`src/rtl/sat_add_arbiter.sv`:
```
// Round-robin arbiter sharing one signed saturating adder among N_REQ requesters.
// Holds a registered result (sum, requester ID, clip flag) and counts saturating transfers.
module sat_add_arbiter #(
  parameter int N_REQ = 4,
  parameter int DW    = 14,
  parameter int IDW   = $clog2(N_REQ)
) (
  input  logic                  aclk,
  input  logic                  rstn_i,
  input  logic [N_REQ-1:0]      req_valid_i,
  output logic [N_REQ-1:0]      req_ready_o,
  input  logic [N_REQ*DW-1:0]   req_a_i,
  input  logic [N_REQ*DW-1:0]   req_b_i,
  output logic                  res_valid_o,
  input  logic                  res_ready_i,
  output logic [DW-1:0]         res_dat_o,
  output logic [IDW-1:0]        res_id_o,
  output logic                  res_sat_o,
  input  logic                  clr_i,
  output logic [15:0]           sat_cnt_o
);

  localparam logic [DW-1:0] MAX_POS = {1'b0, {(DW-1){1'b1}}};
  localparam logic [DW-1:0] MAX_NEG = {1'b1, {(DW-1){1'b0}}};
  localparam logic [15:0]   CNT_MAX = 16'hFFFF;

  // Index base+off modulo N_REQ; both operands are below N_REQ so one subtraction suffices.
  function automatic logic [IDW-1:0] wrap_idx(input logic [IDW-1:0] base, input int off);
    int sum;
    sum = int'(base) + off;
    if (sum >= N_REQ) begin
      return IDW'(sum - N_REQ);
    end else begin
      return IDW'(sum);
    end
  endfunction

  // Returns {sat, result}: clips to the signed range when the two top sum bits disagree.
  function automatic logic [DW:0] sat_add(input logic [DW-1:0] a, input logic [DW-1:0] b);
    logic [DW:0] sum;
    logic [DW:0] res;
    sum = {a[DW-1], a} + {b[DW-1], b};
    case (sum[DW:DW-1])
      2'b01:   res = {1'b1, MAX_POS};
      2'b10:   res = {1'b1, MAX_NEG};
      default: res = {1'b0, sum[DW-1:0]};
    endcase
    return res;
  endfunction

  logic [IDW-1:0]   ptr_q, ptr_d;
  logic             res_valid_q, res_valid_d;
  logic [DW-1:0]    res_dat_q, res_dat_d;
  logic [IDW-1:0]   res_id_q, res_id_d;
  logic             res_sat_q, res_sat_d;
  logic [15:0]      sat_cnt_q, sat_cnt_d;

  logic             found_s;
  logic [IDW-1:0]   grant_s;
  logic             free_s;
  logic             accept_s;
  logic [N_REQ-1:0] ready_s;
  logic [DW-1:0]    a_s;
  logic [DW-1:0]    b_s;
  logic [DW:0]      add_s;
  logic             sat_s;

  // Grant search: first valid requester at or after ptr_q, wrapping around
  always_comb begin
    found_s = 1'b0;
    grant_s = '0;
    for (int k = 0; k < N_REQ; k++) begin
      if (!found_s && req_valid_i[wrap_idx(ptr_q, k)]) begin
        found_s = 1'b1;
        grant_s = wrap_idx(ptr_q, k);
      end else begin
        found_s = found_s;
      end
    end
  end

  // Handshake: the result slot can take a new sum when empty or being drained
  always_comb begin
    free_s  = ~res_valid_q | res_ready_i;
    ready_s = '0;
    if (found_s) begin
      ready_s[grant_s] = free_s;
    end else begin
      ready_s = '0;
    end
    accept_s = found_s & free_s;
  end

  // Shared adder fed by the granted requester's operand pair
  always_comb begin
    a_s   = req_a_i[int'(grant_s)*DW +: DW];
    b_s   = req_b_i[int'(grant_s)*DW +: DW];
    add_s = sat_add(a_s, b_s);
    sat_s = add_s[DW];
  end

  // Next-state for result slot and pointer; pointer only advances on an accept
  always_comb begin
    ptr_d       = ptr_q;
    res_valid_d = res_valid_q;
    res_dat_d   = res_dat_q;
    res_id_d    = res_id_q;
    res_sat_d   = res_sat_q;
    if (accept_s) begin
      res_valid_d = 1'b1;
      res_dat_d   = add_s[DW-1:0];
      res_id_d    = grant_s;
      res_sat_d   = sat_s;
      if (grant_s == IDW'(N_REQ - 1)) begin
        ptr_d = '0;
      end else begin
        ptr_d = grant_s + IDW'(1);
      end
    end else if (res_ready_i) begin
      res_valid_d = 1'b0;
    end else begin
      res_valid_d = res_valid_q;
    end
  end

  // Saturation counter: clear wins over increment but still counts a same-cycle event
  always_comb begin
    sat_cnt_d = sat_cnt_q;
    if (clr_i) begin
      sat_cnt_d = (accept_s && sat_s) ? 16'd1 : 16'd0;
    end else if (accept_s && sat_s && (sat_cnt_q != CNT_MAX)) begin
      sat_cnt_d = sat_cnt_q + 16'd1;
    end else begin
      sat_cnt_d = sat_cnt_q;
    end
  end

  // State registers
  always_ff @(posedge aclk or negedge rstn_i) begin
    if (!rstn_i) begin
      ptr_q       <= '0;
      res_valid_q <= 1'b0;
      res_dat_q   <= '0;
      res_id_q    <= '0;
      res_sat_q   <= 1'b0;
      sat_cnt_q   <= 16'd0;
    end else begin
      ptr_q       <= ptr_d;
      res_valid_q <= res_valid_d;
      res_dat_q   <= res_dat_d;
      res_id_q    <= res_id_d;
      res_sat_q   <= res_sat_d;
      sat_cnt_q   <= sat_cnt_d;
    end
  end

  assign req_ready_o = ready_s;
  assign res_valid_o = res_valid_q;
  assign res_dat_o   = res_dat_q;
  assign res_id_o    = res_id_q;
  assign res_sat_o   = res_sat_q;
  assign sat_cnt_o   = sat_cnt_q;

endmodule

```
`config.mk`:
```
export PLATFORM = sky130hd
export DESIGN_NAME = sat_add_arbiter
export DESIGN_NICKNAME = d
export VERILOG_FILES = /design/src/rtl/sat_add_arbiter.sv
export SDC_FILE = /design/constraint.sdc
export NUM_CORES = 1
export LEC_CHECK = 0
export CORE_ASPECT_RATIO = 2
export CORE_MARGIN = 3
export CORE_UTILIZATION = 45
export DETAILED_ROUTE_END_ITERATION = 12
export GPL_TIMING_DRIVEN = 0
export PLACE_DENSITY_LB_ADDON = 0.25
export SLEW_MARGIN = 20
export SYNTH_ARGS = -nofsm -noshare
export SYNTH_HDL_FRONTEND = slang
export SYNTH_SLANG_ARGS = --single-unit
```
`constraint.sdc`:
```
create_clock -name aclk -period 15 [get_ports aclk]
set_clock_uncertainty 0.1 [all_clocks]
set_input_delay 3 -clock aclk [delete_from_list [all_inputs] [get_ports aclk]]
set_output_delay 3 -clock aclk [all_outputs]
set_load 0.01 [all_outputs]
```
==> results of run 1 <==
layer usage:
layer	up-vias	wire length (um)	global-route usage, %
met1	1795	3650	23.8
met4	0	459	17.1
met5	-	0	0
li1	1925	-	-
met3	35	637	4.10
met2	169	6180	52.6
worst max-delay path: stages:
cell	delay (ns)
clkdlybuf4s50_1	0.49
nor4_1	0.76
nor2_1	0.23
inv_2	0.11
clkbuf_1	0.37
clkbuf_1	0.45
nand2_1	0.12
a31oi_1	0.22
ha_1	0.22
fa_1	0.22
a21oi_1	0.11
o22a_1	0.21
o21ai_1	0.15
a31oi_1	0.17
o21ai_1	0.25
nand2_1	0.10
a31o_2	0.24
ha_1	0.35
or3_1	0.38
buf_2	0.16
or4_1	0.55
buf_2	0.19
or3_1	0.32
a21oi_1	0.16
cells in the final DEF (no fill, tap or decap), types with 3 or more instances in the layout:
cell,Yosys,layout
clkbuf_16,0,5
nor2b_1,6,6
clkdlybuf4s50_1,0,155
nand2_1,144,144
nand4_1,6,6
nand3_1,9,9
nor3_1,3,3
o21ai_1,8,8
inv_1,6,6
dfrtp_1,36,36
nand2b_1,4,4
ha_1,21,21
nor2_1,22,22
o21ai_0,17,17
buf_2,3,4
xor2_1,12,12
a21o_1,5,5
and2_1,6,6
and3_1,32,32
xnor2_1,9,9
a21oi_1,28,28
or3_1,6,6
clkbuf_1,24,24
a221o_1,3,3
a31oi_1,31,31
registers in the layout, indices dropped and copies added, names as in the netlist:
| signal | count |
|---|---|
| res_valid_o | 1 |
| res_sat_o | 1 |
| ptr_q | 2 |
| res_id_o | 2 |
| sat_cnt_o | 16 |
| res_dat_o | 14 |
final timing paths:
check / slack (ns) / from / end / cells past startpoint
setup / recovery: 5.52 / req_valid_i[0] / sat_cnt_o[11] / 24
hold / removal: 0.39 / res_dat_o[3] / res_dat_o[3] / 2
setup reg to reg: 8.51 / ptr_q[1] / sat_cnt_o[11] / 23
hold reg to reg: 0.39 / res_dat_o[3] / res_dat_o[3] / 2
max in group asynchronous: 11.99 / rstn_i / sat_cnt_o[5] / 2
min in group asynchronous: 2.43 / rstn_i / sat_cnt_o[14] / 1
cell families after synthesis:
| group | Yosys count | synth area share (%) |
|---|---|---|
| mux | 3 | 1.01 |
| buf+inv | 35 | 4.18 |
| compound gates | 102 | 18.8 |
| fa+ha+maj | 22 | 8.75 |
| simple gates | 242 | 33.7 |
| flops | 36 | 27.9 |
| xor+xnor | 21 | 5.69 |
layout make-up:
| class | count | area, um2 | area share, % |
|---|---|---|---|
| buffer | 28 | 109 | 2.14 |
| tap | 90 | 113 | 2.22 |
| clock buffer | 7 | 153 | 3.01 |
| multi-input combinational | 390 | 2200 | 43.3 |
| sequential | 36 | 901 | 17.8 |
| timing repair buffer | 157 | 1580 | 31.1 |
| inverter | 7 | 26.3 | 0.518 |
where the power goes:
group | internal (mW) | total, mW | switching, mW | leakage (nW)
sequential | 0.133 | 0.155 | 0.0221 | 0.461
clock | 0.0696 | 0.106 | 0.0360 | 0.0760
combinational | 0.410 | 0.949 | 0.540 | 1.67
==> results.yml, run 1 <==
clock_network:
  clockBufferDepth: 2
  htree_num_levels: 2
  tritoncts: "built"
  clock_latency_ns: 0.28
  cts_hold_buf: 0
  cts_resized: 0
  clk_pin_slew_worst_paths_ns: 0.05
  cts_sinks: 36
  postCtsSetupRepairBufs: 0
  cts_made_buffers: 5
  cts_root_buf: "clkbuf_16"
global_route:
  grt-ovfl-total: 0
  grt_first_pass_wirelength_mm: 17.6
  grt_use_total_pct: 26.9
  antenna_found_initial: 0
  grt_max_degree: 34
  first_global_vias: 4026
finish:
  nets: 767
  fin_util_pct: 73.1
  n_fill_cell: 577
  final_area_mm2: 0.00507
  antenna_cells: 0
  fin_cells: 715
  syn2layout_area_growth_pct: 57.0
  drive_above_1_share_pct: 2.72
logic_synthesis:
  ys_ff_latch: 36
  yosysWarnings: 0
  synth_top_cell_area_share_pct: 27.9
  synth_most_common_cell: "nand2_1"
  synth_cell_types: 41
  syn_inst: 461
  synth_area_leaders: "dfrtp_1 28%, nand2_1 17%, ha_1 8.1%"
  synth.avg_cell_area_um2: 7.01
  synth_largest_area_cell: "dfrtp_1"
  synth_flop_cell: "dfrtp_1"
  async_reset_ff_share_pct: 100
  synth_nets: 603
  synth_edf_count: 0
  synthTopCellsByCount: "144 x nand2_1, 36 x dfrtp_1, 32 x and3_1"
  synth_area_mm2: 0.00323
  ys_seq_area_share_pct: 27.9
setup_path:
  crit_path_start_kind: "primary input"
  required_ns: 15.10
  path_class: "primary input to flop"
  worstPathArrival_ns: 9.57
  crit_fanout: 10
  end_kind: "flop"
route:
  viasPerCell: 5.49
  post_drt_wl_per_cell_um: 15.3
  drt_iter0_markers: 176
  drc: 0
  vias: 3924
  ant_nets: 0
  drt_first_pass_iters: 5
  totalWireLength_mm: 10.9
sta:
  rsz0062_at_grt: "no"
  slew_viol_final: 0
  min_period_over_period_pct: 63.2
  fin_tns_setup_ns: 0
  min_period_ns: 9.48
  max_freq_mhz: 106
  slew_headroom_pct: 44.8
  finalSetupViolCount: 0
  worstMarginPinSlew_ns: 0.821
  hold_viol_final: 0
  timing.final.ws_setup_ns: 5.52
  holdWs_ns: 0.385
floorplan:
  die_w_um: 65.9
  ioPinCount: 158
  start_util_pct: 46.6
  die-height_um: 126
  core_mm2: 0.00694
  num_rows: 43
  dieArea_mm2: 0.00830
place:
  io_buffer_count: 156
  dp_hpwl_mm: 9.09
  place_congestion: 0.887
  place_inst: 708
  post_dp_cell_area_mm2: 0.00492
  place_ws_ns: 5.44
power:
  leakagePower_nw: 2.21
  powerDensity_mw_per_mm2: 239
  finalPower_mw: 1.21
  ir_worst_vdd_mv: 0.147
min_path:
  hp-class: "flop to flop"
flow_run:
  cap_violations: 0
status:
  outcome: "complete, no violations"
No activity file was read; power rests on OpenSTA's default activity.
==> run 2, diff against run 1 <==
--- a/config.mk
+++ b/config.mk
@@ -7,7 +7,7 @@
 export LEC_CHECK = 0
 export CORE_ASPECT_RATIO = 2
 export CORE_MARGIN = 3
-export CORE_UTILIZATION = 45
+export CORE_UTILIZATION = 38
 export DETAILED_ROUTE_END_ITERATION = 12
 export GPL_TIMING_DRIVEN = 0
 export PLACE_DENSITY_LB_ADDON = 0.25
==> constraint.sdc (replaced) <==
create_clock -name aclk -period 8.6 [get_ports aclk]
set_clock_uncertainty 0.1 [all_clocks]
set_input_delay 1.72 -clock aclk [delete_from_list [all_inputs] [get_ports aclk]]
set_output_delay 1.72 -clock aclk [all_outputs]
set_load 0.01 [all_outputs]
==> run 2 against run 1 <==
  * Critical path depth is 2 lower
  * Critical path type unchanged
  * Die area is 17% higher
  * Worst hold slack better by 0.0061 ns
  * Critical endpoint is now sat_cnt_o[13]
==> results.yml, run 2 (synthesized netlist as in run 1, its figures left out) <==
place:
  dp_hpwl_mm: 9.26
  io_buffer_count: 156
  place_congestion: 0.905
  post_dp_cell_area_mm2: 0.00494
  place_ws_ns: 0.213
clock_network:
  cts_made_buffers: 5
  cts_root_buf: "clkbuf_16"
  cts_hold_buf: 0
  clk_pin_slew_worst_paths_ns: 0.05
  clock_latency_ns: 0.28
  htree_num_levels: 2
  cts_sinks: 36
  clockBufferDepth: 2
  tritoncts: "built"
min_path:
  hp-class: "flop to flop"
flow_run:
  cap_violations: 0
route:
  drt_iter0_markers: 165
  viasPerCell: 5.37
  totalWireLength_mm: 10.9
  ant_nets: 0
  drt_first_pass_iters: 4
  vias: 3891
  drc: 0
  post_drt_wl_per_cell_um: 15.1
setup_path:
  max_stage_delay_ns: 0.55
  end_kind: "flop"
  critPathBufInv: 6
  path_delay_family: "simple AND/OR/NAND/NOR gates"
  crit_fanout: 10
  slowest_stage: "nor4_2"
  required_ns: 8.70
  path_class: "primary input to flop"
  worstPathArrival_ns: 7.97
  crit_path_cell_trace: "clkdlybuf4s50_1 > nor4_2 > nor2_1 > inv_2 > clkbuf_1 > clkbuf_1 > nand2_1 > a31oi_1 > ha_1 > a21o_1 > nand4_1 > and3_1 > o21ai_1 > a211o_1 > xnor2_1 > ha_1 > or3_1 > buf_2 > or4_1 > buf_2 > or3_1 > a21oi_1"
  crit_path_start_kind: "primary input"
floorplan:
  num_rows: 47
  dieArea_mm2: 0.00972
  core_mm2: 0.00829
  ioPinCount: 158
  die_w_um: 71.2
  start_util_pct: 39.0
  die-height_um: 136
finish:
  syn2layout_area_growth_pct: 57.5
  regArea_um2: 901
  nets: 767
  final_area_mm2: 0.00509
  mostFrequentLayoutCells: "155 x clkdlybuf4s50_1, 144 x nand2_1, 36 x dfrtp_1"
  antenna_cells: 0
  n_fill_cell: 775
  mostFrequentLayoutCell: "clkdlybuf4s50_1"
  drive_above_1_share_pct: 2.72
  largest_reg_flops: 16
  multiInputGateArea_mm2: 0.00220
sta:
  finalSetupViolCount: 0
  fin_tns_setup_ns: 0
  slew_viol_final: 0
  min_period_over_period_pct: 91.5
  slew_headroom_pct: 60.1
  hold_viol_final: 0
  timing.final.ws_setup_ns: 0.730
  rsz0062_at_grt: "no"
  max_freq_mhz: 127
  worstMarginPinSlew_ns: 0.598
  min_period_ns: 7.87
power:
  powerDensity_mw_per_mm2: 411
  ir_worst_vdd_mv: 0.246
  leakagePower_nw: 2.21
global_route:
  first_global_vias: 4008
  grt_use_total_pct: 22.6
  grt_max_degree: 22
  grt_first_pass_wirelength_mm: 17.7
  grt-ovfl-total: 0
  antenna_found_initial: 0
status:
  outcome: "complete, no violations"
==> run 2: changes by cell type in the layout (fill, tap and decap cells not counted) <==
cell	delta
nor4_2	+1
clkbuf_8	-1
clkbuf_1	+2
buf_12	-1
nor4_1	-1
buf_16	+1
==> run 2: metrics by stage <==
| step | total power, mW | hold slack, ns | util (%) | cells |
|---|---|---|---|---|
| 5_1_grt | 2.31 | 0.424 | 61.4 | 724 |
| 3_3_place_gp | 1.87 | 0.378 | 59.3 | 715 |
| 4_1_cts | 2.10 | 0.401 | 61.3 | 724 |
| 2_1_floorplan | 1.44 | 0.414 | - | 461 |
| 3_5_place_dp | 1.91 | 0.390 | 59.6 | 716 |
| 6_report | 2.09 | 0.391 | 61.4 | 724 |
==> run 2: worst reg2reg max path, stage by stage, from the launching register on <==
cell and delay (ns):
dfrtp_1 0.43, nor2b_1 0.17, o21ai_0 0.18, o211ai_1 0.16, nor2_1 0.31, clkbuf_1 0.42
clkbuf_1 0.52, nand2_1 0.12, a31oi_1 0.28, ha_1 0.33, a21oi_1 0.22, o22a_1 0.23
o21ai_1 0.09, a31oi_1 0.27, o21ai_1 0.15, nand2_1 0.11, a31o_2 0.16, ha_1 0.28
or3_1 0.38, buf_2 0.16, or4_1 0.54, buf_2 0.19, or3_1 0.32, a21oi_1 0.16
==> run 2: final cells by class <==
class | count | area share [%]
inverters | 7 | 0.516
plain buffers | 28 | 2.14
well taps | 98 | 2.41
multi-input cells | 390 | 43.3
repair buffers | 157 | 31.1
flip-flops and latches | 36 | 17.7
clock buffers | 8 | 2.87
==> run 2: per-layer routing <==
metal / wire length, um / GRT usage, % / vias to the layer above
li1: - / - / 1927
met1: 3800 / 21.8 / 1760
met2: 6100 / 44.6 / 172
met3: 672 / 3.77 / 32
met4: 358 / 10.3 / 0
met5: 0 / 0 / -
==> run 2: report_power, final <==
group | switching (mW) | internal (mW)
combinational | 0.922 | 0.713
sequential | 0.0393 | 0.232
clock | 0.0682 | 0.116
total | 1.03 | 1.06
==> run 2: path summary, 6_finish.rpt <==
path                                start             to  slack (ns)  depth (start not counted)
setup / recovery           req_valid_i[0]  sat_cnt_o[13]        0.73                         22
hold / removal                res_id_o[1]    res_id_o[1]        0.39                          2
setup reg to reg                 ptr_q[1]  sat_cnt_o[13]        2.26                         23
hold reg to reg               res_id_o[1]    res_id_o[1]        0.39                          2
max in group asynchronous          rstn_i   sat_cnt_o[5]        6.71                          2
min in group asynchronous          rstn_i  sat_cnt_o[10]        1.25                          1
==> run 2: timing repair <==
item | CTS | global route
buffers inserted | 0 | 0
resized for setup | 0 | 1
endpoints found under the setup margin | 0 | 1
==> run 3, diff against run 2 <==
--- a/config.mk
+++ b/config.mk
@@ -5,6 +5,7 @@
 export SDC_FILE = /design/constraint.sdc
 export NUM_CORES = 1
 export LEC_CHECK = 0
+export CAP_MARGIN = 15
 export CORE_ASPECT_RATIO = 2
 export CORE_MARGIN = 3
 export CORE_UTILIZATION = 38
==> results of run 3 <==
Final layout, timing and power as in run 2 (identical DEF).
